--- config.mk ---
export PLATFORM = sky130hd
export DESIGN_NAME = jio_ports_flat
export DESIGN_NICKNAME = d
export VERILOG_FILES = /design/src/rtl/jio_ports_if.sv /design/src/rtl/jio_ports.sv /design/src/flat_wrapper.sv
export SDC_FILE = /design/constraint.sdc
export NUM_CORES = 1
export LEC_CHECK = 0
export BUFFER_PORTS_ARGS = -buffer_cell sky130_fd_sc_hd__clkbuf_2
export CAP_MARGIN = 20
export CORE_MARGIN = 2
export CORE_UTILIZATION = 54
export DETAILED_ROUTE_END_ITERATION = 7
export GPL_ROUTABILITY_DRIVEN = 0
export PLACE_DENSITY = 0.88
export SYNTH_ARGS = -nofsm -noshare
export SYNTH_HDL_FRONTEND = slang
export SYNTH_SLANG_ARGS = --single-unit
--- constraint.sdc ---
create_clock -name clk -period 2.4 [get_ports clk]
set_input_delay 0.12 -clock clk [delete_from_list [all_inputs] [get_ports clk]]
set_output_delay 0.12 -clock clk [all_outputs]
set_load 0.01 [all_outputs]
--- src/rtl/jio_ports_if.sv ---
// jio_ports_if: CPU IO control lines plus the per-channel peripheral
// streams of the jio_ports controller. The controller takes the slave
// modport; the CPU/peripheral side (or a bench) takes master.
interface jio_ports_if #(
  parameter int WIDTH = 8,
  parameter int NCHAN = 4,
  parameter int AW    = (NCHAN > 1) ? $clog2(NCHAN) : 1
);
  // CPU side
  logic                         io_s;
  logic                         io_e;
  logic                         io_da;
  logic                         io_io;
  logic [WIDTH-1:0]             bus_in;
  logic [WIDTH-1:0]             bus_out;
  logic                         bus_oe;
  // peripheral side, channel k in row k
  logic [NCHAN-1:0][WIDTH-1:0]  out_data;
  logic [NCHAN-1:0]             out_valid;
  logic [NCHAN-1:0]             out_ready;
  logic [NCHAN-1:0][WIDTH-1:0]  in_data;
  logic [NCHAN-1:0]             in_valid;
  logic [NCHAN-1:0]             in_ready;
  logic [NCHAN-1:0]             ovf;
  logic [AW-1:0]                dev_sel;

  modport slave (
    input  io_s, io_e, io_da, io_io, bus_in, out_ready, in_data, in_valid,
    output bus_out, bus_oe, out_data, out_valid, in_ready, ovf, dev_sel
  );

  modport master (
    output io_s, io_e, io_da, io_io, bus_in, out_ready, in_data, in_valid,
    input  bus_out, bus_oe, out_data, out_valid, in_ready, ovf, dev_sel
  );
endinterface

--- src/rtl/jio_ports.sv ---
// jio_ports: multi-channel IO port controller for the jcscpu IO strobes.
// Each channel owns an output FIFO (CPU -> peripheral) and an input
// holding register (peripheral -> CPU). The CPU selects a channel with an
// address write, then pushes data writes or reads the holding register.
// Optional feature: define JIO_STATUS_EN to enable status reads
// ({ovf, full, hold_full} in bits 2:0) with ovf cleared at the end of one.

// jio_chan: one channel -- output FIFO, input holding register, ovf flag.
module jio_chan #(
  parameter int WIDTH = 8,
  parameter int DEPTH = 8
) (
  input  logic             clk,
  input  logic             rst_n,
  input  logic             push,
  input  logic [WIDTH-1:0] din,
  input  logic             out_ready,
  input  logic             in_valid,
  input  logic [WIDTH-1:0] in_data,
  input  logic             hold_clr,
  input  logic             ovf_clr,
  output logic [WIDTH-1:0] head,
  output logic             out_valid,
  output logic             in_ready,
  output logic [WIDTH-1:0] hold,
  output logic             hold_full,
  output logic             full,
  output logic             ovf
);
  localparam int PW = $clog2(DEPTH);

  logic [WIDTH-1:0] mem [DEPTH];
  logic [PW-1:0]    rd_ptr, wr_ptr;
  logic [PW:0]      count;
  logic             pop, wr_en, drop, load;

  assign out_valid = (count != '0);
  assign full      = (count == (PW+1)'(DEPTH));
  assign pop       = out_valid & out_ready;
  // a full FIFO still takes a push when the head leaves the same cycle
  assign wr_en     = push & (~full | pop);
  assign drop      = push & full & ~pop;
  assign head      = mem[rd_ptr];
  assign in_ready  = ~hold_full;
  assign load      = in_valid & in_ready;

  // storage: no reset, contents are only visible through count
  always_ff @(posedge clk) begin
    if (wr_en) mem[wr_ptr] <= din;
  end

  // pointers, occupancy, holding register and overflow flag
  always_ff @(posedge clk) begin
    if (!rst_n) begin
      rd_ptr    <= '0;
      wr_ptr    <= '0;
      count     <= '0;
      hold      <= '0;
      hold_full <= 1'b0;
      ovf       <= 1'b0;
    end else begin
      if (wr_en) wr_ptr <= wr_ptr + 1'b1;
      if (pop)   rd_ptr <= rd_ptr + 1'b1;
      count <= count + {{PW{1'b0}}, wr_en} - {{PW{1'b0}}, pop};
      if (load) begin
        hold      <= in_data;
        hold_full <= 1'b1;
      end else if (hold_clr) begin
        hold_full <= 1'b0;
      end
      if (drop)         ovf <= 1'b1;
      else if (ovf_clr) ovf <= 1'b0;
    end
  end
endmodule

module jio_ports #(
  parameter int WIDTH = 8,
  parameter int NCHAN = 4,
  parameter int DEPTH = 8
) (
  input  logic       clk,
  input  logic       rst_n,
  jio_ports_if.slave bus
);
  localparam int AW = (NCHAN > 1) ? $clog2(NCHAN) : 1;

  logic                        io_s_q, io_e_q, rd_q, dev_ok;
  logic                        set_ev, end_e, addr_wr, data_wr;
  logic [AW-1:0]               dev_sel;
  logic [NCHAN-1:0]            push, hold_clr, ovf_clr, hold_full, full;
  logic [NCHAN-1:0][WIDTH-1:0] hold;

  // one event per CPU strobe regardless of how long it is held
  assign set_ev  = bus.io_s & ~io_s_q;
  assign end_e   = ~bus.io_e & io_e_q;
  assign addr_wr = set_ev & bus.io_da & bus.io_io;
  assign data_wr = set_ev & ~bus.io_da & bus.io_io & dev_ok;
  assign bus.dev_sel = dev_sel;

`ifdef JIO_STATUS_EN
  logic st_q;
  // remember a status read so its falling io_e can clear ovf
  always_ff @(posedge clk) begin
    if (!rst_n) st_q <= 1'b0;
    else        st_q <= bus.io_e & bus.io_da & ~bus.io_io;
  end
`endif

  // strobe history, read-cycle flag and device selection
  always_ff @(posedge clk) begin
    if (!rst_n) begin
      io_s_q  <= 1'b0;
      io_e_q  <= 1'b0;
      rd_q    <= 1'b0;
      dev_sel <= '0;
      dev_ok  <= 1'b1;
    end else begin
      io_s_q <= bus.io_s;
      io_e_q <= bus.io_e;
      rd_q   <= bus.io_e & ~bus.io_da & ~bus.io_io;
      if (addr_wr) begin
        dev_sel <= bus.bus_in[AW-1:0];
        dev_ok  <= (bus.bus_in < WIDTH'(NCHAN));
      end
    end
  end

  // per-channel strobes decoded from the selected device
  always_comb begin
    push     = '0;
    hold_clr = '0;
    ovf_clr  = '0;
    push[dev_sel]     = data_wr;
    hold_clr[dev_sel] = end_e & rd_q & dev_ok;
`ifdef JIO_STATUS_EN
    ovf_clr[dev_sel]  = end_e & st_q;
`endif
  end

  // bus drive is purely combinational from the live strobe levels
  always_comb begin
    bus.bus_oe  = 1'b0;
    bus.bus_out = '0;
    if (bus.io_e && !bus.io_io && !bus.io_da) begin
      bus.bus_oe = 1'b1;
      if (dev_ok && hold_full[dev_sel]) bus.bus_out = hold[dev_sel];
    end
`ifdef JIO_STATUS_EN
    else if (bus.io_e && !bus.io_io && bus.io_da) begin
      bus.bus_oe  = 1'b1;
      bus.bus_out = {{(WIDTH-3){1'b0}}, bus.ovf[dev_sel], full[dev_sel],
                     hold_full[dev_sel]};
    end
`endif
  end

  for (genvar k = 0; k < NCHAN; k++) begin : g_chan
    jio_chan #(.WIDTH(WIDTH), .DEPTH(DEPTH)) u_chan (
      .clk       (clk),
      .rst_n     (rst_n),
      .push      (push[k]),
      .din       (bus.bus_in),
      .out_ready (bus.out_ready[k]),
      .in_valid  (bus.in_valid[k]),
      .in_data   (bus.in_data[k]),
      .hold_clr  (hold_clr[k]),
      .ovf_clr   (ovf_clr[k]),
      .head      (bus.out_data[k]),
      .out_valid (bus.out_valid[k]),
      .in_ready  (bus.in_ready[k]),
      .hold      (hold[k]),
      .hold_full (hold_full[k]),
      .full      (full[k]),
      .ovf       (bus.ovf[k])
    );
  end
endmodule
--- src/flat_wrapper.sv ---
// flat-port wrapper written by rule: the top's interface ports become plain ports
module jio_ports_flat 
#(
  parameter int WIDTH = 8,
  parameter int NCHAN = 4,
  parameter int DEPTH = 8
)
  (clk, rst_n, bus_io_s, bus_io_e, bus_io_da, bus_io_io, bus_bus_in, bus_out_ready, bus_in_data, bus_in_valid, bus_bus_out, bus_bus_oe, bus_out_data, bus_out_valid, bus_in_ready, bus_ovf, bus_dev_sel);
  jio_ports_if #(.WIDTH(WIDTH), .NCHAN(NCHAN)) bus_i ();
  input  logic clk;
  input  logic rst_n;
  input wire logic [$bits(bus_i.io_s)-1:0] bus_io_s;
  input wire logic [$bits(bus_i.io_e)-1:0] bus_io_e;
  input wire logic [$bits(bus_i.io_da)-1:0] bus_io_da;
  input wire logic [$bits(bus_i.io_io)-1:0] bus_io_io;
  input wire logic [$bits(bus_i.bus_in)-1:0] bus_bus_in;
  input wire logic [$bits(bus_i.out_ready)-1:0] bus_out_ready;
  input wire logic [$bits(bus_i.in_data)-1:0] bus_in_data;
  input wire logic [$bits(bus_i.in_valid)-1:0] bus_in_valid;
  output wire logic [$bits(bus_i.bus_out)-1:0] bus_bus_out;
  output wire logic [$bits(bus_i.bus_oe)-1:0] bus_bus_oe;
  output wire logic [$bits(bus_i.out_data)-1:0] bus_out_data;
  output wire logic [$bits(bus_i.out_valid)-1:0] bus_out_valid;
  output wire logic [$bits(bus_i.in_ready)-1:0] bus_in_ready;
  output wire logic [$bits(bus_i.ovf)-1:0] bus_ovf;
  output wire logic [$bits(bus_i.dev_sel)-1:0] bus_dev_sel;
  assign bus_i.io_s = bus_io_s;
  assign bus_i.io_e = bus_io_e;
  assign bus_i.io_da = bus_io_da;
  assign bus_i.io_io = bus_io_io;
  assign bus_i.bus_in = bus_bus_in;
  assign bus_i.out_ready = bus_out_ready;
  assign bus_i.in_data = bus_in_data;
  assign bus_i.in_valid = bus_in_valid;
  assign bus_bus_out = bus_i.bus_out;
  assign bus_bus_oe = bus_i.bus_oe;
  assign bus_out_data = bus_i.out_data;
  assign bus_out_valid = bus_i.out_valid;
  assign bus_in_ready = bus_i.in_ready;
  assign bus_ovf = bus_i.ovf;
  assign bus_dev_sel = bus_i.dev_sel;
  jio_ports #(.WIDTH(WIDTH), .NCHAN(NCHAN), .DEPTH(DEPTH)) u_core (.clk(clk), .rst_n(rst_n), .bus(bus_i));
endmodule
== Word-level counts from Yosys, hierarchy flattened ==
Memories as Yosys holds them, arrays and structs flattened. A register that Yosys moved wholly into a read port is not among the register bits.
Cells that the tools add are included.

* Bits in registers: 86
* Bits in latches: 0
* RAM bits: 256
* Memory bits (read-only): 0
* Logic and storage cells: 156
* Memories: 4

* Add/sub/neg operators: 16
* $mul: 0
* Divide/modulo/power cells: 0
* Order comparisons: 3
* Equal/unequal tests: 4
* Shifts and indexed selects: 0
* Multiplexer cells: 33
* Bitwise logic cells: 53
* Reduce and logical (&&, ||, !) cells: 14

{| class="wikitable"
|+ Memories
! name !! words !! bits a word !! rd ports !! clocked after memory_dff !! wr ports !! RTL line !! RTL
|-
| u_core.g_chan[0].u_chan.mem || 8 || 8 || 1 || 1 || 1 || jio_ports.sv:32 || <nowiki>logic [WIDTH-1:0] mem [DEPTH];</nowiki>
|-
| u_core.g_chan[1].u_chan.mem || 8 || 8 || 1 || 1 || 1 || jio_ports.sv:32 ||
|-
| u_core.g_chan[2].u_chan.mem || 8 || 8 || 1 || 1 || 1 || jio_ports.sv:32 ||
|-
| u_core.g_chan[3].u_chan.mem || 8 || 8 || 1 || 1 || 1 || jio_ports.sv:32 ||
|}

{| class="wikitable"
|+ Operators with widths
! cell !! number
|-
| bitwise AND 1 bit || 31
|-
| adder 3 x 1 -> 3 bit, second input constant || 8
|-
| 2-to-1 mux 3 bit || 8
|-
| 2-to-1 mux 8 bit || 3
|-
| 2-to-1 mux 1 bit || 19
|-
| adder 4 x 1 -> 4 bit || 4
|-
| binary-select mux 8 bit (select 2 bit) || 1
|-
| equality test 4 bit, second input constant || 4
|-
| NOT 1 bit || 16
|-
| nonzero test 4 bit || 4
|-
| subtractor 4 x 1 -> 4 bit || 4
|-
| bitwise AND 4 bit || 2
|-
| < comparator 8 x 3 -> 1 bit, second input constant || 1
|-
| nonzero test 2 bit || 4
|-
| logical AND 1 bit || 4
|-
| OR 1 bit || 4
|-
| < comparator 2 x 3 -> 1 bit, second input constant || 1
|-
| binary-select mux 1 bit (select 2 bit) || 1
|-
| demux 1 bit (select 2 bit) || 1
|-
| >= comparator 2 x 1 -> 1 bit, second input constant || 1
|-
| zero test 1 bit || 2
|}

== Longest topological paths before layout ==
Gate-level depths: netlist of run 1.

* Depth after elaboration: 9
* Mapped depth: 13
* Mapped depth without buffers: 13

== Hierarchy ==
A second synthesis of run 1 with hierarchy kept.

* Cell total of the unflattened synthesis: 1008
* Area total of the unflattened synthesis: 15200.8 µm²

{| class="wikitable"
|+ Modules (own cells, without submodules)
! module !! times used !! cells an instance !! area each (µm²) !! sequential area each (µm²)
|-
| jio_chan || 4 || 233 || 3644.7 || 2382.3
|-
| jio_ports || 1 || 76 || 621.8 || 120.1
|}

== Worst setup path after synthesis of run 1 ==
OpenSTA, ideal clock, no wires.

* Path type: register to register
* From: register u_core.dev_sel[0], in the netlist u_core.bus.dev_sel[0]
* To: register u_core.g_chan[3].u_chan.count[2]
* Library setup time: 128 ps
* Data arrival time: 2259 ps
* Slack: 13 ps
* Stages on the path, launching flop included: 12
* Buffers on the path: 2
* Clock period less this slack: 2387 ps
* Cells stage by stage: dfxtp_1 > buf_4 > buf_6 > nand2_1 > nor3_2 > nand2_2 > ha_1 > inv_1 > ha_1 > fa_1 > xnor2_1 > nor2_1

* Word-level cells in the longest chain between the ends: 8

{| class="wikitable"
|+ RTL lines
! item !! RTL line !! RTL
|-
| start, declared || jio_ports.sv:90 || <nowiki>logic [AW-1:0] dev_sel;</nowiki>
|-
| start signal, assigned || jio_ports.sv:123 || <nowiki>dev_sel <= bus.bus_in[AW-1:0];</nowiki>
|-
| < comparator 2 x 3 -> 1 bit (implied by the code) / >= comparator 2 x 1 -> 1 bit (equally long branches) || jio_ports.sv:134 || <nowiki>push[dev_sel] = data_wr;</nowiki>
|-
| logical AND 1 bit (implied by the code) || jio_ports.sv:134 ||
|-
| 2-to-1 mux 1 bit (implied by the code) || jio_ports.sv:134 ||
|-
| demux 1 bit (select 2 bit) * || -- ||
|-
| bitwise AND 4 bit (no source line) * || -- ||
|-
| bitwise AND 1 bit * || jio_ports.sv:41 || <nowiki>assign wr_en = push & (~full | pop);</nowiki>
|-
| adder 4 x 1 -> 4 bit * || jio_ports.sv:64 || <nowiki>count <= count + {{PW{1'b0}}, wr_en} - {{PW{1'b0}}, pop};</nowiki>
|-
| subtractor 4 x 1 -> 4 bit * || jio_ports.sv:64 ||
|-
| end signal, assigned || jio_ports.sv:64 ||
|-
| end, declared || jio_ports.sv:34 || <nowiki>logic [PW:0] count;</nowiki>
|}

Mark *: on every way between the ends. The rest lies on a longest branch, timed or not.
A chain may end at the register's enable or synchronous reset.

== Final worst setup path of run 1 ==
* From: register u_core.g_chan[1].u_chan.count[2]
* To: register u_core.g_chan[1].u_chan.count[1]

* Word-level cells in the longest chain between the ends: 6

{| class="wikitable"
|+ RTL lines
! item !! RTL line
|-
| start, declared || jio_ports.sv:34
|-
| start signal, assigned || jio_ports.sv:64
|-
| nonzero test 4 bit / equality test 4 bit (equally long branches) || jio_ports.sv:37, jio_ports.sv:38
|-
| bitwise AND 1 bit / NOT 1 bit (equally long branches) || jio_ports.sv:39, jio_ports.sv:41
|-
| OR 1 bit || jio_ports.sv:41
|-
| bitwise AND 1 bit || jio_ports.sv:41
|-
| adder 4 x 1 -> 4 bit || jio_ports.sv:64
|-
| subtractor 4 x 1 -> 4 bit * || jio_ports.sv:64
|}

Marked as above.

==> results by group, run 1 <==
Outcome
  • Outcome: finished, final reports clean

Clock network
  • Number of buffers between clock root and the deepest sink: 3
  • CTS tree: yes
  • Insertion delay of the later-clocked pin in the worst-skew pair: 520 ps
  • Clock buffers created by TritonCTS: 36
  • Clock transition at the registers of the reported paths: 60 ps
  • CTS Root Cell: sky130_fd_sc_hd__clkbuf_16
  • Total number of H-tree levels: 2
  • Clock sink total: 354

Flow run
  • Max-capacitance violation count: 0

Routing
  • Total number of vias: 8460
  • First-pass detailed-route iteration total: 5
  • Final ANT Viol Nets: 0
  • Final wirelength: 30.8 mm
  • DR iter-0 viols: 742
  • Vias/cell: 5.69
  • Total DRC errors in the routed layout: 0
  • Average wire length per cell after detail routing: 20.7 um

Floorplanning
  • Die Wd: 169 um
  • Standard-cell row count: 60
  • Initial Utilization: 54.6%
  • Area of the core: 26800 um^2
  • Number of placed I/O pins: 109
  • Die outline area: 28500 um^2
  • DIE HEIGHT: 169 um

GRT
  • Number of antenna violations at the first check in global routing: 0
  • Grt total ovfl: 0
  • First-pass GRT wire length: 47.6 mm
  • Aggregate global-route resource usage: 21.8%
  • Via count of the first global-routing pass: 8970
  • Maximum number of pins on one net before global-route repair: 46

Critical path
  • Crit path buffers/inverters: 4
  • R2r endpoint: u_core.g_chan[1].u_chan.count[1]
  • Largest stage delay on the critical path: 520 ps
  • Worst reg-to-reg path cell count: 11
  • Top cell family by delay on the critical path: adder cells
  • Crit path top cell by count: sky130_fd_sc_hd__inv_1
  • Required @ worst endpoint: 2780 ps
  • Worst reg2reg startpoint: u_core.g_chan[1].u_chan.count[2]
  • Register-to-register path setup slack: 70 ps
  • Critical-path maximum fanout: 3
  • Arrival time of data at the critical path endpoint: 2710 ps
  • Worst Setup Path Type: flip-flop to flip-flop
  • Ordered list of cells on the worst path: inv_2 -> ha_1 -> or3b_4 -> nand2_4 -> inv_1 -> ha_1 -> inv_1 -> ha_2 -> inv_1 -> fa_2 -> nor2_1
  • Kind of launch point of the worst setup path: flip-flop
  • Crit. End Element: flip-flop
  • Standard cell with the maximum stage delay on the critical path: sky130_fd_sc_hd__fa_2

Final layout
  • Most common cell after layout, fill and taps aside: sky130_fd_sc_hd__edfxtp_1
  • Most frequent cells in the layout: 256 x sky130_fd_sc_hd__edfxtp_1, 108 x sky130_fd_sc_hd__clkbuf_2, 95 x sky130_fd_sc_hd__dfxtp_1
  • Number of inserted filler cells in the final layout: 1732
  • Nets: 1208
  • Non-filler cells, final: 1487
  • Area Growth Syn to Fin: 19.6%
  • Final core occ: 65.4%
  • Ratio of cells with drive above 1 in the final layout: 28.1%
  • Cell area after layout: 17500 um^2
  • ANT cells: 0

Hold path
  • Hold Startpoint: bus_io_io
  • Hold path depth: 3
  • Worst-case hold path end point: u_core.rd_q
  • Class of the tightest hold or removal check: input pin to flip-flop

Synthesis
  • Synth warnings: 0
  • Async set-or-reset flop fraction in the synthesized netlist: 0%
  • Net count of the mapped netlist: 1004
  • Area of the mapped netlist: 14600 um^2
  • Main synth FF type: sky130_fd_sc_hd__edfxtp_1
  • Post-synthesis area per instance: 16.0 um^2
  • Number of distinct library cells after synthesis: 43
  • Count of flip-flops with a built-in enable after synthesis: 256
  • Number of standard cells after synthesis: 914
  • Sequential area share after synthesis: 65.9%
  • Yosys reg bits: 354

Placement
  • Placed Area: 15800 um^2
  • DPL Wire Length: 18.8 mm
  • Placed cell count: 1379
  • # port buffers: 108

STA
  • Final slew viol count: 0
  • Post-route clock period utilization: 97.0%
  • Worst slew margin: 47.8%
  • Min cycle time layout: 2330 ps
  • Transition time of the tightest slew-check pin: 783 ps
  • Number of setup violations in the final report: 0
  • Final hold violation count: 0
  • Post-Route Skew: 20.9 ps
  • Upper clock frequency limit: 0.430 GHz

Power and ir drop
  • Leak Pwr: 6.41 nW
  • Worst vdd ir: 0.559 mV
  • PwrDens: 942 nW/um^2
[synthesized netlist by cell type (5+ instances only)]
library cell	n	area share [%]
sky130_fd_sc_hd__nor2b_1	15	0.64
sky130_fd_sc_hd__a21oi_1	49	1.7
sky130_fd_sc_hd__edfxtp_1	256	52
sky130_fd_sc_hd__nor3_1	18	0.62
sky130_fd_sc_hd__nand4_1	5	0.21
sky130_fd_sc_hd__inv_1	35	0.90
sky130_fd_sc_hd__buf_6	5	0.38
sky130_fd_sc_hd__nor2_1	42	1.1
sky130_fd_sc_hd__nand2_1	96	2.5
sky130_fd_sc_hd__mux4_2	14	2.2
sky130_fd_sc_hd__mux2i_1	10	0.68
sky130_fd_sc_hd__clkbuf_1	18	0.46
sky130_fd_sc_hd__nand3_1	17	0.58
sky130_fd_sc_hd__xor2_1	10	0.60
sky130_fd_sc_hd__nand2b_1	17	0.73
sky130_fd_sc_hd__xnor2_1	6	0.36
sky130_fd_sc_hd__and2_1	10	0.43
sky130_fd_sc_hd__mux2_2	32	2.5
sky130_fd_sc_hd__buf_1	5	0.13
sky130_fd_sc_hd__mux4_1	59	11
sky130_fd_sc_hd__dfxtp_1	98	13
sky130_fd_sc_hd__buf_2	5	0.17
sky130_fd_sc_hd__ha_1	32	2.7
sky130_fd_sc_hd__buf_4	13	0.67
[tightest hold or removal path: stages]
cell and delay (ps):
sky130_fd_sc_hd__clkbuf_2 130, sky130_fd_sc_hd__nor3b_1 100, sky130_fd_sc_hd__and2_1 160
[stage by stage]
step	total power [mW]	hold WS (ps)	setup WS [ps]	setup TNS (ps)
after CTS	16.5	41.3	3.77	0
after global routing	17.2	68.7	-59.1	-174
after detailed placement	10.7	352	-52.1	-82.4
after global placement	10.5	345	60.8	0
final	16.5	50.0	72.1	0
after floorplan	9.75	219	13.3	0
[repair_timing]
item | in CTS | in global routing
hold buffers | 39 | 0
endpoints found under the setup margin | 13 | 11
pin swaps | 2 | 3
endpoints found under the hold margin | 43 | 0
buffers inserted | 0 | 3
gates resized for setup | 10 | 21
[cells by family (layout without fill, tap and decap cells)]
logic type / Yosys count / count (layout) / share of synthesized area [%]
AND/OR/NAND/NOR: 242 / 242 / 8.27
AO/OA/AOI/OAI: 64 / 64 / 2.42
XOR/XNOR: 16 / 16 / 0.957
multiplexers: 115 / 115 / 15.9
buffers and inverters: 87 / 319 / 3.31
flip-flops: 354 / 354 / 65.9
adder cells (fa/ha/maj): 36 / 36 / 3.28
[power breakdown]
group | internal [mW] | switching, mW
logic | 1.91 | 1.77
registers | 6.83 | 0.219
clock network | 3.55 | 2.24
total | 12.3 | 4.22
[state kept, by name, indices dropped and copies added (netlist names), named ones only]
name                            flops
u_core.g_chan.u_chan.rd_ptr        12
u_core.io_s_q                       1
u_core.dev_ok                       1
u_core.io_e_q                       1
u_core.g_chan.u_chan.wr_ptr        12
u_core.bus.dev_sel                  2
u_core.g_chan.u_chan.hold_full      4
u_core.g_chan.u_chan.mem          256
u_core.g_chan.u_chan.hold          32
u_core.rd_q                         1
u_core.g_chan.u_chan.ovf            4
u_core.g_chan.u_chan.count         16
[metal layers]
layer	track usage [%]	vias to the layer above	wire length, um	share of wire (%)
li1	-	3876	-	-
met1	26.3	4203	11900	39
met2	39.1	314	16200	53
met3	3.34	67	1660	5.4
met4	9.45	0	987	3.2
met5	0	-	0	0
[area by class of cell]
class / instances / area (um^2) / area share [%]
well taps: 341 / 427 / 2.44
repair buffers: 216 / 1470 / 8.36
multi-input cells: 473 / 4580 / 26.1
clock buffers: 49 / 1060 / 6.06
inverters: 37 / 139 / 0.793
clock inverters: 17 / 193 / 1.10
flip-flops and latches: 354 / 9650 / 55.1
[how the worst max path moves through the flow]
stage / to / from / depth (start not counted)
4_1_cts: u_core.g_chan[2].u_chan.count[2] / u_core.g_chan[2].u_chan.count[2] / 12
5_1_grt: u_core.g_chan[1].u_chan.count[1] / u_core.g_chan[1].u_chan.count[3] / 11
2_1_floorplan: u_core.g_chan[3].u_chan.count[2] / u_core.bus.dev_sel[0] / 11
6_report: u_core.g_chan[1].u_chan.count[1] / u_core.g_chan[1].u_chan.count[2] / 11
3_3_place_gp: u_core.g_chan[3].u_chan.count[2] / u_core.g_chan[3].u_chan.count[2] / 11
3_5_place_dp: u_core.g_chan[3].u_chan.count[2] / u_core.g_chan[3].u_chan.count[3] / 11
Note: power is estimated with default switching activity, not from simulation.
==> inputs of run 2 (changes only) <==
Settings changed: CORE_UTILIZATION 54 to 30, PLACE_DENSITY 0.88 to 0.59.
==> results by group, run 2 (synthesized netlist as in run 1, its figures left out) <==
Clock network
  • Clock sink total: 354
  • Insertion delay of the later-clocked pin in the worst-skew pair: 560 ps
  • CTS tree: yes
  • Clock transition at the registers of the reported paths: 60 ps
  • CTS Root Cell: sky130_fd_sc_hd__clkbuf_16
  • Number of buffers between clock root and the deepest sink: 3
  • Clock buffers created by TritonCTS: 39
  • Total number of H-tree levels: 2

Critical path
  • Top cell family by delay on the critical path: multiplexers
  • Critical-path maximum fanout: 16
  • Worst Setup Path Type: flip-flop to output pin
  • Crit. End Element: output pin
  • Worst reg2reg startpoint: u_core.g_chan[3].u_chan.count[2]
  • Crit path buffers/inverters: 2
  • Largest stage delay on the critical path: 630 ps
  • Arrival time of data at the critical path endpoint: 2180 ps
  • Standard cell with the maximum stage delay on the critical path: sky130_fd_sc_hd__mux4_1
  • Ordered list of cells on the worst path: buf_6 -> mux4_1 -> mux2_2 -> clkbuf_2
  • Required @ worst endpoint: 2280 ps
  • Kind of launch point of the worst setup path: flip-flop

STA
  • Post-route clock period utilization: 96.0%
  • Upper clock frequency limit: 0.434 GHz
  • Setup_tns: 0 ps
  • Final setup slack of the worst path: 97.1 ps
  • Transition time of the tightest slew-check pin: 790 ps
  • Post-Route Skew: 19.0 ps
  • Final slew viol count: 0
  • Worst slew margin: 47.3%
  • Number of setup violations in the final report: 0
  • Setup repair after global routing missed its margin: no
  • Min cycle time layout: 2300 ps
  • Worst hold slack: 16.6 ps
  • Final hold violation count: 0

Power and ir drop
  • PwrDens: 920 nW/um^2
  • Worst vdd ir: 0.472 mV
  • P_sw: 4.37 mW
  • Leak Pwr: 6.41 nW
  • Clk network pwr share: 34.8%
  • Final Total Pwr: 16.4 mW
  • Comb pwr share: 22.6%
  • Total internal power: 12.1 mW
  • Share of power burned in registers: 42.7%
  • Switching part of the total: 26.6%

Final layout
  • Register ranked first by flip-flop count: u_core.g_chan.u_chan.mem
  • Nets: 1216
  • Ratio of cells with drive above 1 in the final layout: 27.6%
  • Sequential cell area in the final layout: 9650 um^2
  • Flip-flop count of the largest register after layout: 256
  • Most frequent cells in the layout: 256 x sky130_fd_sc_hd__edfxtp_1, 108 x sky130_fd_sc_hd__clkbuf_2, 96 x sky130_fd_sc_hd__dfxtp_1
  • Final core occ: 37.3%
  • Area Growth Syn to Fin: 22.0%
  • Largest regs: u_core.g_chan.u_chan.mem (256), u_core.g_chan.u_chan.hold (32), u_core.g_chan.u_chan.count (16)
  • Number of inserted filler cells in the final layout: 4483
  • Most common cell after layout, fill and taps aside: sky130_fd_sc_hd__edfxtp_1
  • Area of the multi-input gates: 4570 um^2

Placement
  • # port buffers: 108
  • DPL Wire Length: 20.0 mm
  • Worst setup slack before clock tree synthesis: 14.8 ps

Flow run
  • Max-capacitance violation count: 0

Routing
  • Total number of vias: 8203
  • First-pass detailed-route iteration total: 4
  • Total DRC errors in the routed layout: 0
  • Vias/cell: 4.63
  • Final wirelength: 31.2 mm
  • Average wire length per cell after detail routing: 17.6 um
  • DR iter-0 viols: 457
  • Final ANT Viol Nets: 0

Floorplanning
  • Standard-cell row count: 80
  • Area of the core: 47900 um^2
  • Die Wd: 225 um
  • Die outline area: 50600 um^2
  • DIE HEIGHT: 225 um
  • Initial Utilization: 30.5%
  • Number of placed I/O pins: 109

GRT
  • Via count of the first global-routing pass: 8339
  • Number of antenna violations at the first check in global routing: 0
  • Maximum number of pins on one net before global-route repair: 54
  • Aggregate global-route resource usage: 12.4%
  • Grt total ovfl: 0
  • First-pass GRT wire length: 47.6 mm

Hold path
  • Hold Startpoint: rst_n
  • Class of the tightest hold or removal check: input pin to flip-flop

Outcome
  • Outcome: finished, final reports clean
==> run 2: cell types whose count changed in the layout (fill, tap and decap cells not counted), sizes merged <==
cell	previous run	this run
bufinv	4	2
buf	69	75
dlygate4sd3	39	38
clkbuf	157	161
clkinvlp	1	0
clkinv	9	13
diode	0	1
==> run 2: metrics by stage <==
stage | instances | instance area (um^2)
after floorplan | 914 | 14600
after global placement | 1661 | 16200
after detailed placement | 1661 | 16200
after CTS | 1770 | 17800
after global routing | 1771 | 17900
final | 1772 | 17900
==> run 2: power by group through the flow <==
| stage | combinational, mW | sequential [mW] | clock, mW |
|---|---|---|---|
| after floorplan | 2.66 | 7.08 | 0 |
| after global placement | 3.56 | 7.11 | 0 |
| after detailed placement | 3.60 | 7.12 | 0 |
| after CTS | 3.68 | 7.00 | 5.89 |
| after global routing | 4.11 | 7.04 | 6.12 |
| final | 3.71 | 7.01 | 5.71 |
==> run 2: area by class of cell <==
| cell class | count | area share [%] |
|---|---|---|
| Antenna cell | 1 | 0.0140 |
| Clock inverter | 18 | 0.967 |
| Tap cell | 615 | 4.31 |
| Clock buffer | 53 | 5.83 |
| Inverter | 37 | 0.777 |
| Multi-Input combinational cell | 473 | 25.6 |
| Timing Repair Buffer | 221 | 8.50 |
| Sequential cell | 354 | 54.0 |
==> run 2: worst paths after layout <==
kind / endpoint / slack (ps) / depth (start not counted)
worst max register to register: u_core.g_chan[3].u_chan.count[1] / 150 / 10
worst min-delay path: u_core.g_chan[3].u_chan.rd_ptr[0] / 20 / 3
worst max-delay path: bus_out_data[4] / 100 / 4
worst min register to register: u_core.g_chan[1].u_chan.hold[7] / 450 / 2
==> run 2: routing by layer <==
| metal | global-route usage [%] | vias to the layer above | share of wire, % |
|---|---|---|---|
| li1 | - | 3894 | - |
| met2 | 20.3 | 174 | 46 |
| met5 | 0 | - | 0 |
| met1 | 16.5 | 4092 | 47 |
| met4 | 3.46 | 0 | 1.8 |
| met3 | 3.01 | 43 | 5.3 |
==> run 2: what timing repair did <==
action	in CTS	in global routing
buffers inserted	0	1
pin swaps	0	2
cloned	0	0
hold endpoints to repair	49	0
endpoints found under the setup margin	12	30
gates resized for setup	5	25
hold buffers	38	0
==> run 2: tightest hold or removal path: cells and delay by family <==
kind,cells,cell delay (ps)
buffers and inverters,2,290
and+or+nand+nor,1,130
